## src/rtl/fp16_lane_unpack_pkg.sv

```systemverilog
// rtl/fp16_lane_unpack_pkg.sv - FP16 types, constants and class decode shared by the lane unpacker
// Purpose: FP16 struct typedef, FP16 constants, lane width/index types and the
//          {is_nan, is_inf, is_subnorm, is_zero} class vector decode.
// Ports:   none (package).
package fp16_lane_unpack_pkg;

  typedef struct packed {
    logic       sign;
    logic [4:0] exp;
    logic [9:0] sig;
  } fp16_t;

  localparam logic [4:0] FP16_BIAS     = 5'h0F;
  localparam logic [4:0] FP16_EXP_ONES = 5'h1F;

  localparam int LANE_W = 16;

  typedef logic [1:0] lane_idx_t;

  // {is_nan, is_inf, is_subnorm, is_zero}
  typedef logic [3:0] fp16_class_t;

  function automatic fp16_class_t fp16_classify(input fp16_t h);
    fp16_class_t c;
    c = '0;
    if (h.exp == FP16_EXP_ONES) begin
      if (h.sig != '0) c[3] = 1'b1;
      else             c[2] = 1'b1;
    end else if (h.exp == 5'h00) begin
      if (h.sig != '0) c[1] = 1'b1;
      else             c[0] = 1'b1;
    end
    return c;
  endfunction

endpackage

```

## src/rtl/fp16_lane_unpack_pick.sv

```systemverilog
// rtl/fp16_lane_unpack_pick.sv - lowest-set-lane priority select over a lane mask
// Purpose: combinational priority pick used by fp16_lane_unpack.
// Ports:   i_mask  lanes still to emit
//          o_idx   lowest set index (0 when mask is empty)
//          o_clr   one-hot of the picked lane (0 when mask is empty)
//          o_last  no set lane remains above the picked one
module fp16_lane_pick
  import fp16_lane_unpack_pkg::*;
#(
  parameter int LANES = 4
) (
  input  logic [LANES-1:0] i_mask,
  output lane_idx_t        o_idx,
  output logic [LANES-1:0] o_clr,
  output logic             o_last
);

  logic w_found;

  always_comb begin
    w_found = 1'b0;
    o_idx   = '0;
    o_clr   = '0;
    for (int i = 0; i < LANES; i++) begin
      if (i_mask[i] && !w_found) begin
        w_found  = 1'b1;
        o_idx    = lane_idx_t'(i);
        o_clr[i] = 1'b1;
      end
    end
  end

  // Picked lane is the lowest, so anything left after clearing it lies above.
  assign o_last = ((i_mask & ~o_clr) == '0);

endmodule

```

## src/rtl/fp16_lane_unpack.sv

```systemverilog
// rtl/fp16_lane_unpack.sv - serialises enabled FP16 lanes of a packed word onto a valid/ready stream
// Purpose: accepts a LANES x FP16 word with lane mask and tag, emits one enabled
//          lane per cycle (lowest first) with lane index, last flag and tag.
//          Optional macro FP16_UNPACK_CLASS_EN adds out_class.
// Ports:   clk, rst_n (async active-low)
//          in_valid/in_ready/in_data/in_mask/in_tag   input word stream
//          out_valid/out_ready/out_h/out_lane/out_last/out_tag   element stream
//          out_class (FP16_UNPACK_CLASS_EN only)  {nan, inf, subnorm, zero}
module fp16_lane_unpack
  import fp16_lane_unpack_pkg::*;
#(
  parameter int LANES = 4,
  parameter int TAGW  = 4
) (
  input  logic                    clk,
  input  logic                    rst_n,
  input  logic                    in_valid,
  output logic                    in_ready,
  input  logic [LANES*LANE_W-1:0] in_data,
  input  logic [LANES-1:0]        in_mask,
  input  logic [TAGW-1:0]         in_tag,
  output logic                    out_valid,
  input  logic                    out_ready,
  output logic [LANE_W-1:0]       out_h,
  output lane_idx_t               out_lane,
  output logic                    out_last,
  output logic [TAGW-1:0]         out_tag
`ifdef FP16_UNPACK_CLASS_EN
  ,
  output fp16_class_t             out_class
`endif
);

  typedef enum logic {S_IDLE, S_EMIT} state_t;

  state_t                  r_state, w_state_nxt;
  logic [LANES*LANE_W-1:0] r_data;
  logic [LANES-1:0]        r_rem;   // enabled lanes not yet presented
  logic [TAGW-1:0]         r_tag;
  fp16_t                   r_h;
  lane_idx_t               r_lane;
  logic                    r_last;

  logic                    w_in_fire, w_load, w_adv;
  logic [LANES*LANE_W-1:0] w_src_data;
  logic [LANES-1:0]        w_src_mask, w_pick_clr;
  lane_idx_t               w_pick_idx;
  logic                    w_pick_last;
  fp16_t                   w_pick_h;

  assign in_ready  = (r_state == S_IDLE) | ((r_state == S_EMIT) & r_last & out_ready);
  assign w_in_fire = in_valid & in_ready;

  // One picker serves both a fresh load and advancing within the held word.
  assign w_src_mask = w_load ? in_mask : r_rem;
  assign w_src_data = w_load ? in_data : r_data;

  fp16_lane_pick #(.LANES(LANES)) u_pick (
    .i_mask (w_src_mask),
    .o_idx  (w_pick_idx),
    .o_clr  (w_pick_clr),
    .o_last (w_pick_last)
  );

  assign w_pick_h = w_src_data[w_pick_idx*LANE_W +: LANE_W];

  always_ff @(posedge clk or negedge rst_n) begin
    if (!rst_n) r_state <= S_IDLE;
    else        r_state <= w_state_nxt;
  end

  always_comb begin
    w_state_nxt = r_state;
    w_load      = 1'b0;
    w_adv       = 1'b0;
    case (r_state)
      S_IDLE: begin
        // A zero-mask word is consumed here and simply never loaded.
        if (w_in_fire && (in_mask != '0)) begin
          w_load      = 1'b1;
          w_state_nxt = S_EMIT;
        end
      end
      S_EMIT: begin
        if (out_ready) begin
          if (!r_last)                               w_adv       = 1'b1;
          else if (w_in_fire && (in_mask != '0))     w_load      = 1'b1;
          else                                       w_state_nxt = S_IDLE;
        end
      end
      default: w_state_nxt = S_IDLE;
    endcase
  end

  always_ff @(posedge clk or negedge rst_n) begin
    if (!rst_n) begin
      r_data <= '0;
      r_rem  <= '0;
      r_tag  <= '0;
      r_h    <= '0;
      r_lane <= '0;
      r_last <= 1'b0;
    end else begin
      if (w_load) begin
        r_data <= in_data;
        r_tag  <= in_tag;
      end
      if (w_load || w_adv) begin
        r_h    <= w_pick_h;
        r_lane <= w_pick_idx;
        r_last <= w_pick_last;
        r_rem  <= w_src_mask & ~w_pick_clr;
      end
    end
  end

`ifdef FP16_UNPACK_CLASS_EN
  fp16_class_t r_class;

  always_ff @(posedge clk or negedge rst_n) begin
    if (!rst_n)                r_class <= '0;
    else if (w_load || w_adv)  r_class <= fp16_classify(w_pick_h);
  end

  assign out_class = r_class;
`endif

  assign out_valid = (r_state == S_EMIT);
  assign out_h     = r_h;
  assign out_lane  = r_lane;
  assign out_last  = r_last;
  assign out_tag   = r_tag;

endmodule

```

## config.mk

```make
export PLATFORM = sky130hd
export DESIGN_NAME = fp16_lane_unpack
export DESIGN_NICKNAME = d
export VERILOG_FILES = /design/src/rtl/fp16_lane_unpack_pkg.sv /design/src/rtl/fp16_lane_unpack_pick.sv /design/src/rtl/fp16_lane_unpack.sv
export SDC_FILE = /design/constraint.sdc
export NUM_CORES = 1
export LEC_CHECK = 0
export ABC_CLOCK_PERIOD_IN_PS = 4000
export CAP_MARGIN = 15
export CORE_MARGIN = 1.5
export CORE_UTILIZATION = 50
export DETAILED_ROUTE_END_ITERATION = 10
export PLACE_DENSITY = 0.82
export SLEW_MARGIN = 20
export SYNTH_ARGS = -nofsm -noshare
export SYNTH_HDL_FRONTEND = slang
export SYNTH_SLANG_ARGS = --single-unit
```

## constraint.sdc

```tcl
create_clock -name clk -period 4 [get_ports clk]
set_input_delay 1.2 -clock clk [delete_from_list [all_inputs] [get_ports clk]]
set_output_delay 1.2 -clock clk [all_outputs]
set_load 0.03 [all_outputs]
```

**After elaboration in Yosys (flattened, before gate mapping)**

Cells that the tools add are included.

- Word-level logic and storage cells: 48
- Input bits: 76
- Flip-flop bits (word level): 92
- Output and inout bits: 25

- Reductions and logical operators: 10
- Shift operators: 1
- Bitwise operators: 7
- Mux-type cells: 21

Operators by type and width:

| operator | number |
|---|---|
| 2-to-1 mux 64 bit | 1 |
| indexed part select 64 x 7 -> 16 bit | 1 |
| 2-to-1 mux 1 bit | 15 |
| AND 4 bit | 1 |
| logical AND 1 bit | 4 |
| zero test 4 bit | 1 |
| 2-to-1 mux 2 bit | 2 |
| 2-to-1 mux 4 bit | 1 |
| inverter 4 bit | 1 |
| case mux 1 bit (2 select lines) | 2 |
| nonzero test 4 bit | 1 |
| AND 1 bit | 3 |
| zero test 1 bit | 3 |
| logical OR 1 bit | 1 |
| inverter 1 bit | 1 |
| OR 1 bit | 1 |

**Depth between registers and ports, before layout**

Gate-level depths: netlist (run 1).

- Depth after elaboration: 23
- Gate-level depth with buffers: 8
- Gate-level depth less buffers: 6

**Hierarchy**

From an unflattened synthesis (run 1), not the netlist that was laid out.

- Cell total of the unflattened synthesis: 302
- Area, all modules: 4317.9 um^2

Modules (own cells, without submodules):

| module | instances | cells each | area each (um^2) | seq. area each (um^2) |
|---|---|---|---|---|
| fp16_lane_unpack | 1 | 291 | 4244.1 | 2302.2 |
| fp16_lane_pick | 1 | 11 | 73.8 | 0.0 |

**Worst setup path after synthesis (run 1)**

Ideal clock, no wire load.

- Path type: in2out
- Start point: input out_ready
- End point: output in_ready
- Cell stages on the path: 2
- Path slack: 1263 ps
- Required time: 2800 ps
- Buffers on the path: 0
- Arrival time: 1537 ps
- Path through: a21boi_2 inv_2

- Longest elaborated chain between the ends: 2

Ends and longest elaborated chain:

| what | RTL line | RTL |
|---|---|---|
| start: declaration | fp16_lane_unpack.sv:23 | `input logic out_ready,` |
| AND 1 bit | fp16_lane_unpack.sv:51 | `assign in_ready = (r_state == S_IDLE) \| ((r_state == S_EMIT) & r_last & out_ready);` |
| OR 1 bit | fp16_lane_unpack.sv:51 |  |
| end: declaration | fp16_lane_unpack.sv:18 | `output logic in_ready,` |

Every way passes these cells.

**Final worst setup path (run 1)**

Same ends and word-level chain as after synthesis.

==> results of run 1 <==
cell usage after synthesis:
| cell | n | share of area [%] |
|---|---|---|
| nand2_1 | 229 | 17 |
| dfrtp_1 | 91 | 46 |
| mux2i_1 | 64 | 13 |
| mux2_2 | 29 | 6.6 |
| o221ai_2 | 16 | 4.9 |
| buf_4 | 9 | 1.4 |
| clkbuf_1 | 9 | 0.69 |
| o21ai_0 | 7 | 0.71 |
| buf_6 | 5 | 1.1 |
| buf_2 | 4 | 0.41 |
| buf_8 | 4 | 1.2 |
| inv_1 | 4 | 0.30 |
| nor2_1 | 4 | 0.30 |
| a21oi_1 | 2 | 0.20 |
| a21oi_4 | 2 | 0.66 |
| mux2_4 | 2 | 0.61 |
| nand2b_1 | 2 | 0.25 |
| nand2b_4 | 2 | 0.56 |
| nand4_1 | 2 | 0.25 |
| o211ai_1 | 2 | 0.30 |
| a21boi_2 | 1 | 0.23 |
| a21o_2 | 1 | 0.18 |
| a2bb2oi_1 | 1 | 0.18 |
| a311oi_1 | 1 | 0.18 |
| a31oi_1 | 1 | 0.13 |
| inv_2 | 1 | 0.076 |
| maj3_1 | 1 | 0.20 |
| mux2_1 | 1 | 0.23 |
| nand3_1 | 1 | 0.10 |
| nor2b_1 | 1 | 0.13 |
| o2111ai_1 | 1 | 0.18 |
| o21ai_1 | 1 | 0.10 |
| o22ai_1 | 1 | 0.13 |
| o41ai_4 | 1 | 0.56 |
| or2_1 | 1 | 0.13 |
| or3_1 | 1 | 0.13 |
registers in the layout, indices dropped and copies added, names as in the netlist:
name	flops
out_h	16
out_lane	2
out_last	1
out_tag	4
out_valid	1
r_data	64
r_rem	3
through the flow:
step / area (um2) / hold WS [ns] / setup slack [ns] / utilization, % / power [mW]
after floorplan: 4930 / 0.444 / 1.26 / - / 3.00
after global placement: 6000 / 0.456 / 0.196 / 62.0 / 3.53
after detailed placement: 6000 / 0.461 / 0.173 / 62.0 / 3.63
after CTS: 6250 / 0.482 / 0.178 / 64.5 / 4.38
after global routing: 6250 / 0.500 / 0.118 / 64.6 / 4.64
final: 6250 / 0.476 / 0.182 / 64.6 / 4.35
critical path: stages:
cell	delay, ns
clkdlybuf4s50_1	0.46
a21boi_2	0.31
inv_2	0.06
clkdlybuf4s50_1	0.59
power breakdown:
group          switching (mW)  internal (mW)
registers               0.240           1.33
clock network           0.316          0.420
logic                    1.09          0.947
total                    1.65           2.70
area by class of cell:
cell class	count	area, um2	share of cell area (%)
inverter	5	18.8	0.300
tap	133	166	2.66
multi-input combinational	378	2400	38.4
clock buffer	13	179	2.86
sequential	91	2280	36.4
clock inverter	3	67.6	1.08
timing repair buffer	112	1140	18.3
worst min-delay path by stage:
stage,startpoint,end,slack [ns],cells after the start
after CTS,r_data[24],r_data[24],0.48,2
after floorplan,r_data[16],r_data[16],0.44,2
after detailed placement,r_data[30],r_data[30],0.46,2
after global routing,r_data[30],r_data[30],0.50,2
final,r_data[24],r_data[24],0.48,2
after global placement,r_data[49],r_data[49],0.46,2
cell families after synthesis:
| family | Yosys count | share of synthesized area (%) |
|---|---|---|
| compound gates | 38 | 8.61 |
| buf+inv | 36 | 5.21 |
| simple gates | 243 | 19.3 |
| fa+ha+maj | 1 | 0.203 |
| mux | 96 | 20.5 |
| flops | 91 | 46.2 |
metal layers:
metal  global-route usage [%]  routed length [um]  up-vias
li1                         -                   -     1870
met1                     30.4                5140     1865
met2                     37.7                5550       99
met3                     3.21                 477       19
met4                     10.5                 258        0
met5                        0                   0        -
==> flow_summary.yaml, run 1 <==
timing:
  fmax_ghz: 0.262
  fin_crit_ns: 3.82
  fin_tns_setup_ns: 0
  slew_violations: 0
  rsz0062_at_grt: "false"
  worstMarginPinSlew_ns: 0.831
  slew_headroom_pct: 44.6
  finClkSkew_ns: 0.00622
  finalSetupViolCount: 0
  fin_crit_sh_pct: 95.5
  timing_hold_violations_final: 0
floorplan:
  core_um2: 9680
  start_util_pct: 50.9
  die_area_um2: 10500
  die_x_um: 102
  ios: 101
  die_y_um: 102
  core.rowCount: 36
finish:
  fin_cells: 735
  area_delta_synth_final_pct: 26.9
  layout_common_cells: "nand2_1 (229), clkdlybuf4s50_1 (99), dfrtp_1 (91), mux2i_1 (64), mux2_2 (29)"
  diodes: 0
  drive_gt1_share_pct: 14.1
  fillerInstances: 776
  layout.cells.most_common: "nand2_1"
  nNetsFinal: 673
yosys:
  syn-num-nets: 581
  synth-seq-cells: 91
  synth_area_um2: 4930
  yosysWarnings: 0
  synth.distinct_cells: 36
  netlist_instances: 505
  yosysSeqAreaShare_pct: 46.2
  syn_avg_cell_area_um2: 9.76
global_routing:
  overflow: 0
  grt_pass1_wl_um: 18700
  grt_max_degree: 92
  track_usage_pct: 23.0
  grt_pass1_vias: 3901
  antenna_found_initial: 0
flow_run:
  cap_violations: 0
outcome:
  outcome: "complete, no violations"
setup_path:
  start_kind: "primary input"
  worstSetupEndpointType: "primary output"
  crit_arrival_ns: 2.62
  rrSetupSlack_ns: 1.91
  r2r_start: "r_rem[2]"
  r2r-end: "out_h[7]"
  startpoint: "out_ready"
  worstSetupPathType: "primary input to primary output"
  worstPathRequired_ns: 2.80
  crit_end: "in_ready"
  worstRegToRegCells: 6
  cp_max_fo: 5
placement:
  placedCellCount: 719
  gp_congestion: 0.958
  port-buffer-count: 100
  dp_hpwl_um: 7720
route:
  drc: 0
  ant_nets: 0
  via_count: 3853
  dr.first_iter.drc_count: 196
  drt-total-wl_um: 11400
  viasPerCell: 5.24
  firstDrtPassIters: 4
  routedWlPerCell_um: 15.5
hold_path:
  hold_path_class: "flip-flop to flip-flop"
clock_tree:
  clkTransAtPathRegs_ns: 0.08
  insertion_delay_ns: 0.36
  holdBufCountCts: 0
  root_buffer: "clkbuf_8"
  clock-sinks: 91
  max-clock-path-buffers: 2
  cts_made_buffers: 9
  cts_tree: "built"
  postCtsSetupRepairBufs: 0
  cts_max_level: 3
  ctsResizeCount: 0
power:
  p_leak_nw: 3.00
  power_density_nw_per_um2: 695
  ir_drop_mv: 0.367
No activity file was read; power rests on OpenSTA's default activity.
==> inputs of run 2 (changes only) <==
Settings changed: ABC_CLOCK_PERIOD_IN_PS 4000 to 3740, PLACE_DENSITY 0.82 to 0.86.
Clock period 4 ns to 3.74 ns, I/O delays scaled along.
==> flow_summary.yaml, run 2 (synthesis gave the netlist of run 1 again) <==
outcome:
  outcome: "complete, no violations"
setup_path:
  worstSetupEndpointType: "primary output"
  worstSetupPathType: "primary input to primary output"
  slowest_delay_ns: 0.69
  worstPathRequired_ns: 2.62
  timing.critical_path.buf_inv: 3
  crit_family: "buffers and inverters"
  crit_arrival_ns: 2.47
  crit_chain: "clkdlybuf4s50_1 > a21boi_2 > inv_2 > clkdlybuf4s50_1"
  cpMaxStageDelayCell: "clkdlybuf4s50_1"
  cp_max_fo: 3
  start_kind: "primary input"
  crit_top_cell: "clkdlybuf4s50_1"
route:
  dr.first_iter.drc_count: 165
  drt-total-wl_um: 11600
  routedWlPerCell_um: 15.6
  firstDrtPassIters: 4
  ant_nets: 0
  via_count: 3943
  drc: 0
  viasPerCell: 5.33
timing:
  layout_setup_ws_ns: 0.143
  rsz0062_at_grt: "false"
  fin_tns_setup_ns: 0
  timing_hold_violations_final: 0
  slew_violations: 0
  fin_crit_sh_pct: 96.2
  slew_headroom_pct: 59.0
  fmax_ghz: 0.278
  finalSetupViolCount: 0
  fin_crit_ns: 3.60
  finClkSkew_ns: 0.0141
  worstMarginPinSlew_ns: 0.614
finish:
  largest_register_ffs: 64
  area_delta_synth_final_pct: 27.0
  layout.cells.most_common: "nand2_1"
  nNetsFinal: 678
  diodes: 0
  final_util_pct: 64.6
  layout_common_cells: "nand2_1 (229), clkdlybuf4s50_1 (99), dfrtp_1 (91), mux2i_1 (64), mux2_2 (29)"
  largest_register: "r_data"
  drive_gt1_share_pct: 14.7
floorplan:
  die_area_um2: 10500
  die_y_um: 102
  core_um2: 9680
  start_util_pct: 50.9
  ios: 101
  core.rowCount: 36
  die_x_um: 102
global_routing:
  overflow: 0
  antenna_found_initial: 0
  grt_pass1_vias: 3948
  grt_pass1_wl_um: 18700
  grt_max_degree: 50
  track_usage_pct: 23.3
clock_tree:
  cts_made_buffers: 9
  cts_tree: "built"
  holdBufCountCts: 0
  ctsResizeCount: 0
  insertion_delay_ns: 0.36
  clkTransAtPathRegs_ns: 0.08
  max-clock-path-buffers: 2
  postCtsSetupRepairBufs: 0
  clock-sinks: 91
  root_buffer: "clkbuf_8"
  cts_max_level: 3
placement:
  gp_congestion: 0.887
  port-buffer-count: 100
  dp_hpwl_um: 8040
  dp_slack_ns: 0.148
hold_path:
  hold_path_class: "flip-flop to flip-flop"
flow_run:
  cap_violations: 0
power:
  ir_drop_mv: 0.424
  power_density_nw_per_um2: 729
  p_leak_nw: 3.01
-- run 2: changes by cell type in the layout (fill, tap and decap cells not counted), sizes merged --
cell	previous run	this run
buf	13	18
clkinvlp	1	0
bufinv	2	1
clkinv	0	3
clkbuf	13	12
-- run 2: area by class of cell --
class                           instances  area [um2]
Clock inverter                          4        48.8
Inverter                                5        18.8
Fill cell                             802        3430
Sequential cell                        91        2280
Timing Repair Buffer                  117        1190
Multi-Input combinational cell        378        2400
Tap cell                              133         166
Clock buffer                           12         155
-- run 2: per-stage QoR --
step                      power, mW  hold WS [ns]  cell area, um2  instances
after floorplan                3.21         0.444            4930        505
after global placement         3.79         0.456            6050        724
after detailed placement       3.89         0.461            6050        724
after CTS                      4.58         0.483            6260        740
after global routing           4.86         0.501            6260        740
final                          4.56         0.479            6260        740
-- run 2: power by group --
part	switching, mW	internal [mW]	leakage, nW
Combinational	1.17	1.02	1.78
Sequential	0.263	1.42	1.13
Clock	0.340	0.345	0.106
-- run 2: worst paths after layout --
path	slack, ns	start	cells past startpoint	end
max	0.14	out_ready	4	in_ready
min	0.48	r_data[44]	2	r_data[44]
max reg2reg	1.59	r_rem[2]	6	out_h[6]
min reg2reg	0.48	r_data[44]	2	r_data[44]
max in group asynchronous	2.31	rst_n	2	out_h[11]
min in group asynchronous	0.74	rst_n	1	r_data[25]
-- run 2: metal layers --
metal  vias to the layer above  routed length [um]  GRT usage, %
met5                         -                   0             0
met4                         0                 207          9.48
met3                        19                 547          4.10
met2                       124                5710          38.4
met1                      1921                5120          30.4
li1                       1879                   -             -
-- run 2: worst reg2reg max path, cell delays in order, from the launching register on --
cell      delay [ns]
dfrtp_1         0.38
inv_1           0.10
a21oi_4         0.38
buf_4           0.52
mux2i_1         0.34
mux2_2          0.22
o221ai_2        0.09
